--- config.mk ---
export PLATFORM = sky130hd
export DESIGN_NAME = alu_exec_unit_flat
export DESIGN_NICKNAME = d
export VERILOG_FILES = /design/src/rtl/alu_pkg.sv /design/src/rtl/alu_exec_unit_if.sv /design/src/rtl/alu_iter_mult.sv /design/src/rtl/alu_exec_unit.sv /design/src/flat_wrapper.sv
export SDC_FILE = /design/constraint.sdc
export NUM_CORES = 1
export LEC_CHECK = 0
export ABC_CLOCK_PERIOD_IN_PS = 8700
export CAP_MARGIN = 20
export CORE_MARGIN = 2
export CORE_UTILIZATION = 45
export DETAILED_ROUTE_END_ITERATION = 10
export DONT_BUFFER_PORTS = 1
export GPL_ROUTABILITY_DRIVEN = 0
export PLACE_DENSITY_LB_ADDON = 0.25
export SLEW_MARGIN = 20
export SYNTH_ARGS = -nofsm -noshare
export SYNTH_HDL_FRONTEND = slang
export SYNTH_SLANG_ARGS = --single-unit
export TNS_END_PERCENT = 100
--- constraint.sdc ---
create_clock -name clk -period 8.7 [get_ports clk]
set_input_delay 1.74 -clock clk [delete_from_list [all_inputs] [get_ports clk]]
set_output_delay 1.74 -clock clk [all_outputs]
set_load 0.005 [all_outputs]
--- src/rtl/alu_pkg.sv ---
// Shared types for the execute-stage ALU: operation codes, FSM states and default width.
package alu_pkg;

    localparam int ALU_DEFAULT_WIDTH = 32;

    typedef enum logic [2:0] {
        ALU_ADD  = 3'b000,
        ALU_XOR  = 3'b001,
        ALU_SUB  = 3'b010,
        ALU_SLT  = 3'b011,
        ALU_SLL  = 3'b100,
        ALU_SRL  = 3'b101,
        ALU_MULT = 3'b110,
        ALU_RSVD = 3'b111
    } alu_ctrl_e;

    typedef enum logic [0:0] {
        IDLE = 1'b0,
        MUL  = 1'b1
    } exec_state_e;

    function automatic logic is_mult(input alu_ctrl_e op);
        return (op == ALU_MULT);
    endfunction

endpackage

--- src/rtl/alu_exec_unit_if.sv ---
// Operand/result handshake bundle between the issue stage, the ALU and its consumer.
interface alu_exec_unit_if #(
    parameter int WIDTH = 32
);
    logic             in_valid;
    logic             in_ready;
    logic [2:0]       alu_control;
    logic [WIDTH-1:0] src_a;
    logic [WIDTH-1:0] src_b;
    logic             out_valid;
    logic             out_ready;
    logic [WIDTH-1:0] result;
    logic             zero;
    logic             ovf;
    logic             busy;

    modport master (
        output in_valid, alu_control, src_a, src_b, out_ready,
        input  in_ready, out_valid, result, zero, ovf, busy
    );

    modport slave (
        input  in_valid, alu_control, src_a, src_b, out_ready,
        output in_ready, out_valid, result, zero, ovf, busy
    );
endinterface

--- src/rtl/alu_iter_mult.sv ---
// Iterative shift-add multiplier keeping the low WIDTH bits of the product.
// done is combinational in the final step so the caller can register the product on that edge.
module alu_iter_mult #(
    parameter int WIDTH = 32
) (
    input  logic             clk,
    input  logic             rst,
    input  logic             start,
    input  logic [WIDTH-1:0] a,
    input  logic [WIDTH-1:0] b,
    output logic             done,
    output logic [WIDTH-1:0] product
);
    localparam int CW = $clog2(WIDTH);

    logic [WIDTH-1:0] r_acc;
    logic [WIDTH-1:0] r_mcand;
    logic [WIDTH-1:0] r_mplier;
    logic [CW-1:0]    r_cnt;
    logic             r_active;
    logic [WIDTH-1:0] w_acc_next;

    // next accumulator value for the current step
    always_comb begin
        w_acc_next = r_acc;
        if (r_mplier[0]) begin
            w_acc_next = r_acc + r_mcand;
        end else begin
            w_acc_next = r_acc;
        end
    end

    assign done    = r_active && (r_cnt == {CW{1'b0}});
    assign product = w_acc_next;

    // one shift-add step per cycle while active
    always_ff @(posedge clk) begin
        if (rst) begin
            r_acc    <= {WIDTH{1'b0}};
            r_mcand  <= {WIDTH{1'b0}};
            r_mplier <= {WIDTH{1'b0}};
            r_cnt    <= {CW{1'b0}};
            r_active <= 1'b0;
        end else if (start) begin
            r_acc    <= {WIDTH{1'b0}};
            r_mcand  <= a;
            r_mplier <= b;
            r_cnt    <= CW'(WIDTH - 1);
            r_active <= 1'b1;
        end else if (r_active) begin
            r_acc    <= w_acc_next;
            r_mcand  <= r_mcand << 1;
            r_mplier <= r_mplier >> 1;
            r_cnt    <= r_cnt - CW'(1);
            if (r_cnt == {CW{1'b0}}) begin
                r_active <= 1'b0;
            end
        end
    end

endmodule

--- src/rtl/alu_exec_unit.sv ---
// Execute-stage ALU with valid/ready handshake and an iterative multiplier.
// Optional signed-overflow flag for add/sub is enabled by defining ALU_OVF_EN.
module alu_exec_unit
    import alu_pkg::*;
#(
    parameter int WIDTH = ALU_DEFAULT_WIDTH
) (
    input logic           clk,
    input logic           rst,
    alu_exec_unit_if.slave bus
);
    localparam int SHW = $clog2(WIDTH);

    exec_state_e      r_state;
    logic             r_out_valid;
    logic             r_busy;
    logic             r_zero;
    logic [WIDTH-1:0] r_result;

    alu_ctrl_e        w_op;
    logic             w_in_ready;
    logic             w_accept;
    logic             w_start_mul;
    logic             w_load_single;
    logic             w_mul_done;
    logic [WIDTH-1:0] w_mul_prod;
    logic [WIDTH-1:0] w_sum;
    logic [WIDTH-1:0] w_diff;
    logic [WIDTH-1:0] w_alu_res;
    logic [SHW-1:0]   w_shamt;

    assign w_op          = alu_ctrl_e'(bus.alu_control);
    assign w_shamt       = bus.src_b[SHW-1:0];
    assign w_sum         = bus.src_a + bus.src_b;
    assign w_diff        = bus.src_a - bus.src_b;
    assign w_in_ready    = (r_state == IDLE) && (!r_out_valid || bus.out_ready);
    assign w_accept      = bus.in_valid && w_in_ready;
    assign w_start_mul   = w_accept && is_mult(w_op);
    assign w_load_single = w_accept && !is_mult(w_op);

    // single-cycle datapath
    always_comb begin
        w_alu_res = {WIDTH{1'b0}};
        case (w_op)
            ALU_ADD:  w_alu_res = w_sum;
            ALU_XOR:  w_alu_res = bus.src_a ^ bus.src_b;
            ALU_SUB:  w_alu_res = w_diff;
            ALU_SLT:  w_alu_res = {{(WIDTH-1){1'b0}}, ($signed(bus.src_a) < $signed(bus.src_b))};
            ALU_SLL:  w_alu_res = bus.src_a << w_shamt;
            ALU_SRL:  w_alu_res = bus.src_a >> w_shamt;
            ALU_MULT: w_alu_res = {WIDTH{1'b0}};
            default:  w_alu_res = w_sum;
        endcase
    end

    alu_iter_mult #(
        .WIDTH (WIDTH)
    ) u_mult (
        .clk     (clk),
        .rst     (rst),
        .start   (w_start_mul),
        .a       (bus.src_a),
        .b       (bus.src_b),
        .done    (w_mul_done),
        .product (w_mul_prod)
    );

    // handshake FSM and result register
    always_ff @(posedge clk) begin
        if (rst) begin
            r_state     <= IDLE;
            r_out_valid <= 1'b0;
            r_result    <= {WIDTH{1'b0}};
            r_zero      <= 1'b0;
            r_busy      <= 1'b0;
        end else begin
            case (r_state)
                IDLE: begin
                    if (w_load_single) begin
                        r_result    <= w_alu_res;
                        r_zero      <= (w_alu_res == {WIDTH{1'b0}});
                        r_out_valid <= 1'b1;
                    end else if (w_start_mul) begin
                        // acceptance guarantees any pending result is retiring now
                        r_state     <= MUL;
                        r_busy      <= 1'b1;
                        r_out_valid <= 1'b0;
                    end else if (bus.out_ready) begin
                        r_out_valid <= 1'b0;
                    end
                end
                MUL: begin
                    if (w_mul_done) begin
                        r_result    <= w_mul_prod;
                        r_zero      <= (w_mul_prod == {WIDTH{1'b0}});
                        r_out_valid <= 1'b1;
                        r_busy      <= 1'b0;
                        r_state     <= IDLE;
                    end else if (bus.out_ready) begin
                        r_out_valid <= 1'b0;
                    end
                end
                default: begin
                    r_state     <= IDLE;
                    r_out_valid <= 1'b0;
                    r_busy      <= 1'b0;
                end
            endcase
        end
    end

`ifdef ALU_OVF_EN
    logic r_ovf;
    logic w_ovf;

    // signed overflow of add/sub, zero for every other op
    always_comb begin
        w_ovf = 1'b0;
        case (w_op)
            ALU_ADD, ALU_RSVD: w_ovf = (bus.src_a[WIDTH-1] == bus.src_b[WIDTH-1]) &&
                                       (w_sum[WIDTH-1] != bus.src_a[WIDTH-1]);
            ALU_SUB:           w_ovf = (bus.src_a[WIDTH-1] != bus.src_b[WIDTH-1]) &&
                                       (w_diff[WIDTH-1] != bus.src_a[WIDTH-1]);
            default:           w_ovf = 1'b0;
        endcase
    end

    // overflow flag loads in lockstep with the result register
    always_ff @(posedge clk) begin
        if (rst) begin
            r_ovf <= 1'b0;
        end else if ((r_state == IDLE) && w_load_single) begin
            r_ovf <= w_ovf;
        end else if ((r_state == MUL) && w_mul_done) begin
            r_ovf <= 1'b0;
        end
    end

    assign bus.ovf = r_ovf;
`else
    assign bus.ovf = 1'b0;
`endif

    assign bus.in_ready  = w_in_ready;
    assign bus.out_valid = r_out_valid;
    assign bus.result    = r_result;
    assign bus.zero      = r_zero;
    assign bus.busy      = r_busy;

endmodule

--- src/flat_wrapper.sv ---
// flat-port wrapper written by rule: the top's interface ports become plain ports
module alu_exec_unit_flat import alu_pkg::*;
#(
    parameter int WIDTH = ALU_DEFAULT_WIDTH
)
  (clk, rst, bus_in_valid, bus_alu_control, bus_src_a, bus_src_b, bus_out_ready, bus_in_ready, bus_out_valid, bus_result, bus_zero, bus_ovf, bus_busy);
  alu_exec_unit_if #(.WIDTH(WIDTH)) bus_i ();
  input logic clk;
  input logic rst;
  input wire logic [$bits(bus_i.in_valid)-1:0] bus_in_valid;
  input wire logic [$bits(bus_i.alu_control)-1:0] bus_alu_control;
  input wire logic [$bits(bus_i.src_a)-1:0] bus_src_a;
  input wire logic [$bits(bus_i.src_b)-1:0] bus_src_b;
  input wire logic [$bits(bus_i.out_ready)-1:0] bus_out_ready;
  output wire logic [$bits(bus_i.in_ready)-1:0] bus_in_ready;
  output wire logic [$bits(bus_i.out_valid)-1:0] bus_out_valid;
  output wire logic [$bits(bus_i.result)-1:0] bus_result;
  output wire logic [$bits(bus_i.zero)-1:0] bus_zero;
  output wire logic [$bits(bus_i.ovf)-1:0] bus_ovf;
  output wire logic [$bits(bus_i.busy)-1:0] bus_busy;
  assign bus_i.in_valid = bus_in_valid;
  assign bus_i.alu_control = bus_alu_control;
  assign bus_i.src_a = bus_src_a;
  assign bus_i.src_b = bus_src_b;
  assign bus_i.out_ready = bus_out_ready;
  assign bus_in_ready = bus_i.in_ready;
  assign bus_out_valid = bus_i.out_valid;
  assign bus_result = bus_i.result;
  assign bus_zero = bus_i.zero;
  assign bus_ovf = bus_i.ovf;
  assign bus_busy = bus_i.busy;
  alu_exec_unit #(.WIDTH(WIDTH)) u_core (.clk(clk), .rst(rst), .bus(bus_i));
endmodule
==> flow_metrics.env <==
export IMPL_dp_hpwl_um=46700
export IMPL_yosys_area_share_simple_pct=20.4
export IMPL_core_area_mm2=0.0345
export IMPL_antenna_found_initial=1
export IMPL_port_buffers=0
export IMPL_cts_resized=0
export IMPL_synth_top_flop_cell="dfxtp_1"
export IMPL_drive_gt1_share_pct=6.79
export IMPL_avgViaCountPerCell=6.99
export IMPL_insertion_delay_ns=0.45
export IMPL_finalSetupViolCount=0
export IMPL_cts_root_buf="clkbuf_16"
export IMPL_worst_slew_pin_slew_ns=1.04
export IMPL_hp_class="flip-flop to flip-flop"
export IMPL_first_iter_violations=3008
export IMPL_dp_slack_ns=2.44
export IMPL_relSlewSlack_pct=31.0
export IMPL_synth_fa_ha_area_share_pct=8.06
export IMPL_area_growth_pct=4.21
export IMPL_fin_crit_ns=5.89
export IMPL_synth_top_area_cell="dfxtp_1"
export IMPL_rsz0062_at_grt="no"
export IMPL_drv_slew=0
export IMPL_synth_xor_area_share_pct=2.27
export IMPL_fillers=3479
export IMPL_yosys_warnings=0
export IMPL_synth_seq_cells=138
export IMPL_powerDensity_mw_per_mm2=133
export IMPL_synth_avg_cell_area_um2=7.46
export IMPL_synth_mux_area_fraction_pct=17.1
export IMPL_grt_pass1_wl_um=94100
export IMPL_fmax_mhz=170
export IMPL_finalSetupTns_ns=0
export IMPL_grt_pass1_vias=15360
export IMPL_cts_tree="yes"
export IMPL_dr_pass1_iters=8
export IMPL_synth_seq_area_share_pct=17.5
export IMPL_start_util_pct=45.7
export IMPL_seqCellArea_mm2=0.00277
export IMPL_rows=68
export IMPL_cts_sinks=138
export IMPL_placed_cell_area_mm2=0.0158
export IMPL_stdcell_area_mm2=0.0165
export IMPL_ys_async_sr_fraction_pct=0
export IMPL_postSynthCellCount=2117
export IMPL_synth_top_cell_area_share_pct=17.5
export IMPL_final_common_cell="nor2_1"
export IMPL_critPathCaptureType="flip-flop"
export IMPL_drv_cap=0
export IMPL_final_hold_violation_count=0
export IMPL_nNetsFinal=2162
export IMPL_ctsHoldBuffers=0
export IMPL_dp_cells=2427
export IMPL_h_tree_depth=4
export IMPL_fin_crit_sh_pct=67.7
export IMPL_cts_buffers=17
export IMPL_cp_max_fo=59
export IMPL_cts_clk_slew_worst_paths_ns=0.07
export IMPL_finalWorstSetupSlack_ns=2.81
export IMPL_arrival_ns=6.29
export IMPL_start_kind="primary input"
export IMPL_vdd_ir_drop_max_mv=0.125
export IMPL_syn_num_nets=2288
export IMPL_die_w_um=191
export IMPL_synth_compound_area_share_pct=28.3
export IMPL_critPathRequiredTime_ns=9.10
export IMPL_synthTopCellsByArea="dfxtp_1, mux2i_1, ha_1, a211oi_1, nor2_1"
export IMPL_fin_skew_ns=0.0105
export IMPL_grt_max_degree=107
export IMPL_clk_path_buf_depth=2
export IMPL_path_class="primary input to flip-flop"
export IMPL_status="completed"
export IMPL_synth_top_family_by_area="compound AO/OA/AOI/OAI gates"
export IMPL_synth_edf_count=0
export IMPL_dr_total_vias=17188
export IMPL_chipHeight_um=191
export IMPL_route_detailed_drc=0
export IMPL_track_usage_pct=33.5
export IMPL_ys_types=89
export IMPL_drt_wl_total_um=62800
export IMPL_pin_count=108
export IMPL_layout_common_cells="nor2_1, nand2_1, a21oi_1"
export IMPL_dieArea_mm2=0.0366
export IMPL_final_cell_count_no_fill=2460
export IMPL_antenna_left=0
export IMPL_grt_overflow=0
export IMPL_multiInputGateArea_mm2=0.0120
export IMPL_p_leak_nw=6.37
export IMPL_post_cts_buffers=0
export IMPL_wl_per_cell_um=25.5
export IMPL_syn_area_mm2=0.0158
## state kept, by name, indices dropped and copies added (netlist names)
name and flops:
u_core.bus.result 32, u_core.u_mult.r_acc 32, u_core.u_mult.r_mcand 32, u_core.u_mult.r_mplier 32, u_core.u_mult.r_cnt 5, u_core.bus.busy 1, u_core.bus.out_valid 1, u_core.bus.zero 1
u_core.r_state 1, u_core.u_mult.r_active 1
## synth_stat cells, drive strengths merged (7+ instances only)
cell type and instances:
or3 10, a2111oi 14, nand2 197, o22ai 19, o21ai 98, mux2 33, o221ai 15, a21o 24
o2111ai 8, and3 9, buf 46, a21oi 169, nand4 23, inv 88, o31a 7, nor4 17
o211ai 28, clkbuf 116, a221oi 10, o21bai 22, nand2b 18, mux2i 164, o211a 7, or2 12
and2 12, nor3 48, a211oi 130, a31oi 17, nor2 258, nor2b 23, nor4b 7, nand3 38
dfxtp 138, o31ai 10, mux4 29, xor2 15, ha 97, o21a 17, xnor2 26
## metrics by stage
step                hold WS, ns  utilization [%]  total power, mW
global placement          0.457             45.9             1.37
global route              0.493             47.7             2.26
floorplan                 0.448                -             1.21
finish                    0.464             47.7             2.19
detailed placement        0.460             45.9             1.37
CTS                       0.469             47.7             2.16
## final timing paths
check	from	to	slack [ns]	cells past startpoint
max	bus_src_b[2]	u_core.bus.zero	2.81	15
min	u_core.bus.result[21]	u_core.bus.result[21]	0.46	2
max reg2reg	u_core.u_mult.r_mcand[1]	u_core.bus.result[29]	4.24	13
min reg2reg	u_core.bus.result[21]	u_core.bus.result[21]	0.46	2
## area by class of cell
| cell class | count | area share [%] |
|---|---|---|
| flip-flops and latches | 138 | 16.8 |
| multi-input cells | 1728 | 73.2 |
| diodes | 1 | 0.0152 |
| repair buffers | 17 | 0.775 |
| well taps | 455 | 3.46 |
| inverters | 89 | 2.03 |
| clock buffers | 20 | 2.84 |
| clock inverters | 12 | 0.904 |
## metal layers
layer	wire [um]	vias up	global-route usage, %	share of wire (%)
li1	-	7621	-	-
met1	24500	8003	44.6	39
met2	25700	1278	48.3	41
met3	8500	286	10.2	14
met4	4000	0	17.2	6.4
met5	0	-	0	0
## cell families after synthesis
logic type	Yosys count
adder cells (fa/ha/maj)	100
AND/OR/NAND/NOR	700
XOR/XNOR	41
multiplexers	226
flip-flops	138
buffers and inverters	251
other	1
AO/OA/AOI/OAI	660
## power breakdown
| group | internal, mW | switching [mW] | total, mW |
|---|---|---|---|
| clock | 0.455 | 0.336 | 0.792 |
| sequential | 0.662 | 0.0304 | 0.692 |
| combinational | 0.255 | 0.447 | 0.702 |
## worst max-delay path: stages
cell       delay, ns
inv_1           0.04
buf_4           0.43
ha_1            0.41
a211oi_1        0.17
o21ai_1         0.34
nand3_1         0.18
o211ai_1        0.35
a21oi_1         0.23
o21ai_0         0.59
a2111oi_0       0.29
a2111o_1        0.49
nor3b_1         0.17
or4b_1          0.47
o31ai_1         0.27
a41o_1          0.12
No activity file was read; power rests on OpenSTA's default activity.
